### config.mk
export PLATFORM = sky130hd
export DESIGN_NAME = uart_boot_loader
export DESIGN_NICKNAME = d
export VERILOG_FILES = /design/src/rtl/uart_boot_pkg.sv /design/src/rtl/uart_word_packer.sv /design/src/rtl/uart_boot_loader.sv
export SDC_FILE = /design/constraint.sdc
export NUM_CORES = 1
export LEC_CHECK = 0
export ABC_AREA = 0
export BUFFER_PORTS_ARGS = -buffer_cell sky130_fd_sc_hd__buf_4
export CORE_MARGIN = 4
export CORE_UTILIZATION = 36
export DETAILED_ROUTE_END_ITERATION = 8
export MAX_ROUTING_LAYER = met4
export PLACE_DENSITY_LB_ADDON = 0.12
export SLEW_MARGIN = 20
export SYNTH_ARGS = -nofsm -noshare
export SYNTH_HDL_FRONTEND = slang
export SYNTH_SLANG_ARGS = --single-unit
### constraint.sdc
create_clock -name clock -period 2.1 [get_ports clock]
set_clock_uncertainty 0.15 [all_clocks]
set_input_delay 0.21 -clock clock [delete_from_list [all_inputs] [get_ports clock]]
set_output_delay 0.21 -clock clock [all_outputs]
set_load 0.01 [all_outputs]
### src/rtl/uart_boot_pkg.sv
// Shared types and constants for the UART boot loader.
//   boot_state_t     : boot protocol phase (length, code, acknowledge, data)
//   DEFAULT_ACK_BYTE : byte sent to the host once the code segment is loaded
//   WORD_BYTES       : bytes per assembled little-endian word
package uart_boot_pkg;

    typedef enum logic [1:0] {
        LEN  = 2'd0,
        CODE = 2'd1,
        ACK  = 2'd2,
        DATA = 2'd3
    } boot_state_t;

    localparam logic [7:0] DEFAULT_ACK_BYTE = 8'hAA;
    localparam int         WORD_BYTES       = 4;

endpackage

### src/rtl/uart_word_packer.sv
// Packs a UART byte stream into little-endian 32-bit words.
// The n-th byte of a word lands in word[8n+7:8n]. The word is presented
// combinationally on the cycle its fourth byte arrives.
// Optional feature macro: UART_BOOT_TIMEOUT_EN drops a partial word after
// TIMEOUT_CYCLES idle cycles.
// Ports:
//   clock, reset     : system clock, synchronous active-high reset
//   i_rx_valid/data  : received byte strobe and value
//   o_word_valid     : high for the cycle a word completes
//   o_word           : completed word (valid with o_word_valid)
module uart_word_packer
    import uart_boot_pkg::*;
#(
    parameter int TIMEOUT_CYCLES = 100000
) (
    input  logic        clock,
    input  logic        reset,
    input  logic        i_rx_valid,
    input  logic [7:0]  i_rx_data,
    output logic        o_word_valid,
    output logic [31:0] o_word
);

    if (TIMEOUT_CYCLES < 1) begin : g_bad_timeout
        $error("uart_word_packer: TIMEOUT_CYCLES must be at least 1");
    end

    logic [1:0]  r_index;
    logic [23:0] r_hold;

    // Bytes shift in from the top, so after three bytes r_hold = {b2, b1, b0}.
    assign o_word_valid = i_rx_valid && (r_index == 2'(WORD_BYTES - 1));
    assign o_word       = {i_rx_data, r_hold};

`ifdef UART_BOOT_TIMEOUT_EN
    localparam int TW = $clog2(TIMEOUT_CYCLES + 1);
    logic [TW-1:0] r_idle;

    // Down-counter reloaded on every byte; expiring with a partial word
    // pending discards that partial word.
    always_ff @(posedge clock) begin
        if (reset) begin
            r_index <= 2'd0;
            r_hold  <= 24'd0;
            r_idle  <= '0;
        end else if (i_rx_valid) begin
            r_index <= r_index + 2'd1;
            r_hold  <= {i_rx_data, r_hold[23:8]};
            r_idle  <= TW'(TIMEOUT_CYCLES - 1);
        end else if (r_index != 2'd0) begin
            if (r_idle == '0) begin
                r_index <= 2'd0;
            end else begin
                r_idle <= r_idle - TW'(1);
            end
        end
    end
`else
    always_ff @(posedge clock) begin
        if (reset) begin
            r_index <= 2'd0;
            r_hold  <= 24'd0;
        end else if (i_rx_valid) begin
            r_index <= r_index + 2'd1;
            r_hold  <= {i_rx_data, r_hold[23:8]};
        end
    end
`endif

endmodule

### src/rtl/uart_boot_loader.sv
// UART boot loader front end for the memory controller hub.
// Protocol: one length word N, then min(N, MAX_INSTR_WORDS) instruction
// words, then a single acknowledge byte on the UART transmitter, then
// free-running data words until reset.
// Optional feature macro: UART_BOOT_TIMEOUT_EN (partial-word idle timeout
// in the byte packer).
// Ports:
//   clock, reset          : system clock, synchronous active-high reset
//   rx_valid, rx_data     : received byte strobe and value
//   instr_ready           : pulse, data holds an instruction word
//   mem_ready             : pulse, data holds an input data word
//   data                  : last assembled word
//   program_loaded        : level, set when the acknowledge is issued
//   tx_start, sdata       : one-shot transmit request and byte
//   tx_busy               : UART transmitter busy
module uart_boot_loader
    import uart_boot_pkg::*;
#(
    parameter int         MAX_INSTR_WORDS = 1024,
    parameter logic [7:0] ACK_BYTE        = DEFAULT_ACK_BYTE,
    parameter int         TIMEOUT_CYCLES  = 100000
) (
    input  logic        clock,
    input  logic        reset,
    input  logic        rx_valid,
    input  logic [7:0]  rx_data,
    output logic        instr_ready,
    output logic        mem_ready,
    output logic [31:0] data,
    output logic        program_loaded,
    output logic        tx_start,
    output logic [7:0]  sdata,
    input  logic        tx_busy
);

    localparam int CW = $clog2(MAX_INSTR_WORDS + 1);

    logic          w_word_valid;
    logic [31:0]   w_word;
    logic [CW-1:0] w_clamped;

    boot_state_t   r_state;
    logic [CW-1:0] r_count;
    logic [31:0]   r_data;
    logic          r_instr_ready;
    logic          r_mem_ready;
    logic          r_tx_start;
    logic [7:0]    r_sdata;
    logic          r_program_loaded;

    uart_word_packer #(
        .TIMEOUT_CYCLES (TIMEOUT_CYCLES)
    ) u_packer (
        .clock        (clock),
        .reset        (reset),
        .i_rx_valid   (rx_valid),
        .i_rx_data    (rx_data),
        .o_word_valid (w_word_valid),
        .o_word       (w_word)
    );

    // The full 32-bit length is compared before narrowing to the counter.
    assign w_clamped = (w_word > 32'(MAX_INSTR_WORDS)) ? CW'(MAX_INSTR_WORDS)
                                                       : w_word[CW-1:0];

    always_ff @(posedge clock) begin
        if (reset) begin
            r_state          <= LEN;
            r_count          <= '0;
            r_data           <= 32'd0;
            r_instr_ready    <= 1'b0;
            r_mem_ready      <= 1'b0;
            r_tx_start       <= 1'b0;
            r_sdata          <= 8'd0;
            r_program_loaded <= 1'b0;
        end else begin
            r_instr_ready <= 1'b0;
            r_mem_ready   <= 1'b0;
            r_tx_start    <= 1'b0;

            // Words are classified by the state held before this edge, so a
            // word arriving during ACK is already a data word.
            if (w_word_valid) begin
                r_data <= w_word;
                case (r_state)
                    LEN: begin
                        r_count <= w_clamped;
                        r_state <= (w_clamped == '0) ? ACK : CODE;
                    end
                    CODE: begin
                        r_instr_ready <= 1'b1;
                        r_count       <= r_count - CW'(1);
                        if (r_count == CW'(1)) begin
                            r_state <= ACK;
                        end
                    end
                    default: begin
                        r_mem_ready <= 1'b1;
                    end
                endcase
            end

            // Only reachable from ACK, never from a word-driven transition
            // in the same cycle, so the two state writes cannot collide.
            if ((r_state == ACK) && !tx_busy) begin
                r_tx_start       <= 1'b1;
                r_sdata          <= ACK_BYTE;
                r_program_loaded <= 1'b1;
                r_state          <= DATA;
            end
        end
    end

    assign instr_ready    = r_instr_ready;
    assign mem_ready      = r_mem_ready;
    assign data           = r_data;
    assign tx_start       = r_tx_start;
    assign sdata          = r_sdata;
    assign program_loaded = r_program_loaded;

endmodule

==> flow_summary.yaml <==
synthesis:
  synth_edf_count: 0
  synth.distinct_cells: 50
  synth_area_um2: 3210
  syn_inst: 376
  yosys_register_bits: 75
  syn_avg_cell_area_um2: 8.54
  ys_seq_area_share_pct: 46.8
  ys_warn_count: 0
  synthFlopType: "dfxtp_1"
  async_reset_ff_share_pct: 0
placement:
  numPortBuffers: 51
  place_congestion: 0.946
  pre_cts_ws_ns: 0.135
  hpwl_mm: 5.83
timing:
  post-route-period-util_pct: 94.2
  period_needed_ns: 1.98
  tightestPinTransition_ns: 0.539
  fmax_ghz: 0.506
  rsz0062_at_grt: "false"
  setup-tns-final_ns: 0
  finalHoldViolCount: 0
  fin_hold_ws_ns: 0.0146
  setup_slack_ns: 0.122
  final_max_slew_viol_count: 0
  max_slew_margin_pct: 63.8
  setup_violations: 0
run:
  cap_violations: 0
hold_path:
  hold_class: "in -> reg"
finish:
  final_core_util_pct: 46.4
  final_net_count: 448
  final_cell_mix: "dfxtp_1, nand2_1, buf_4"
  nFillCells: 903
  final_common_cell: "dfxtp_1"
  n_antenna_cell: 0
  area_growth_pct: 25.5
  drive_gt1_share_pct: 20.6
floorplan:
  start_util_pct: 37.0
  core_area_um2: 8680
  die-area_um2: 10500
  pin_count: 56
  fp.dieW_um: 102
  num_rows: 34
  die_h_um: 102
setup_path:
  crit_path_max_incr_delay_ns: 0.56
  critPathKind: "reg -> reg"
  crit_chain: "or4_4 -> o41ai_4 -> nand3_1 -> o21ai_0"
  critical-path-slowest-cell: "or4_4"
  crit_family: "simple AND/OR/NAND/NOR gates"
  worst-path-buf-inv: 0
  end_kind: "register"
  arrival_ns: 2.10
  crit_fanout: 5
  start_kind: "register"
  critPathRequiredTime_ns: 2.22
route:
  post_drt_wl_per_cell_um: 15.4
  highest_layer: "met4"
  dr_wl_met3_um: 255
  wl_met1_mm: 3.86
  drc: 0
  final_antenna_net_count: 0
  dr_wl_met2_mm: 4.02
  wirelength_mm: 8.39
  dr.pass1.iters: 4
  num_vias: 2867
  routed_via_density: 5.26
  drtIter0Drc: 161
global_routing:
  antenna_found_initial: 0
  grt_max_degree: 34
  grt-ovfl-total: 0
  first_global_vias: 2756
  grt_pass1_wl_mm: 13.7
  track_usage_pct: 17.1
clock_tree:
  cts_max_path_buffers: 2
  insertion_delay_ns: 0.34
  cts_tree: "yes"
  clkTransAtPathRegs_ns: 0.08
  h-tree-depth: 3
  root_buffer: "clkbuf_8"
  cts-buffers-inserted: 9
  clock-sinks: 75
pwr:
  p_per_area_nw_per_um2: 729
  irDropWorstVdd_mv: 0.332
  power_w: 0.00294
  power_leakage_nw: 1.64
run_status:
  outcome: "finished clean"
cells in the mapped netlist, drive strengths merged, types with 2 or more instances:
| cell | number | area [µm²] |
|---|---|---|
| nand4 | 6 | 37.5 |
| nor2 | 37 | 139 |
| inv | 6 | 22.5 |
| o22ai | 3 | 18.8 |
| a21oi | 44 | 220 |
| nand3b | 2 | 15.0 |
| o21ai | 10 | 50.1 |
| nand2 | 69 | 259 |
| and3b | 2 | 17.5 |
| nand3 | 3 | 15.0 |
| a31oi | 6 | 37.5 |
| o2111ai | 4 | 35.0 |
| and3 | 4 | 25.0 |
| buf | 15 | 90.1 |
| nor4 | 8 | 56.3 |
| and2 | 3 | 18.8 |
| nor3 | 4 | 20.0 |
| mux2i | 25 | 250 |
| and4 | 2 | 17.5 |
| or4 | 4 | 33.8 |
| clkbuf | 17 | 63.8 |
| ha | 3 | 37.5 |
| a211o | 2 | 17.5 |
| a211oi | 2 | 15.0 |
| dfxtp | 75 | 1500 |
through the flow:
step	cell area [µm²]	instances
after detailed placement	3710	521
after global routing	4030	545
after CTS	4030	545
final	4030	545
after floorplan	3220	379
after global placement	3710	521
worst min-delay path, stage by stage:
cell and delay, ns:
buf_4 0.12, xnor2_1 0.07, nor2_1 0.07
sequential cells by signal, summed over array words and instances (netlist names):
register,count
u_packer.r_hold,24
tx_start,1
instr_ready,1
sdata,1
data,32
r_count,11
u_packer.r_index,2
mem_ready,1
r_state,2
kinds of logic (layout without fill, tap and decap cells):
kind of cell	after synthesis	in the layout	share of synthesized area (%)
and+or+nand+nor	150	150	21.9
AOI/OAI and AO/OA	82	82	16.2
DFF	75	75	46.8
buffers and inverters	38	96	5.50
muxes	25	25	7.80
adders and majority gates	3	3	1.17
xor gates and xnor gates	2	2	0.546
other	1	4	0.117
final cells by class:
type | count | area [µm²] | share of cell area, %
Clock inverter | 4 | 73.8 | 1.83
Timing Repair Buffer | 75 | 598 | 14.8
Multi-Input combinational cell | 266 | 1550 | 38.4
Clock buffer | 11 | 151 | 3.76
Tap cell | 108 | 135 | 3.35
Sequential cell | 75 | 1500 | 37.3
Inverter | 6 | 22.5 | 0.559
metal layers:
metal | vias up | track usage, %
met2 | 55 | 26.4
met3 | 20 | 3.82
met4 | 0 | 7.77
li1 | 1425 | -
met5 | - | -
met1 | 1367 | 21.3
path summary, 6_finish.rpt:
kind                                   start                                to  slack [ns]  cells past startpoint
max          u_packer.r_hold[0]$_SDFFE_PP0P_           r_count[3]$_SDFFE_PP0P_        0.12                      4
min                                 rx_valid  u_packer.r_index[0]$_SDFFE_PP0P_        0.01                      3
max reg2reg  u_packer.r_hold[0]$_SDFFE_PP0P_           r_count[3]$_SDFFE_PP0P_        0.12                      4
min reg2reg             data[4]$_SDFFE_PP0P_              data[4]$_SDFFE_PP0P_        0.31                      2
where the power goes:
group	switching [W]	internal [W]
registers	0.0000342	0.00145
logic	0.000112	0.0000951
clock network	0.000520	0.000728
what timing repair did:
action / 4_1_cts / 5_1_grt
hold buffers: 9 / 0
buffers inserted: 0 / 0
gates resized for setup: 0 / 1
hold endpoints to repair: 17 / 0
endpoints found under the setup margin: 0 / 1
Power figures use the tool's default switching activity.
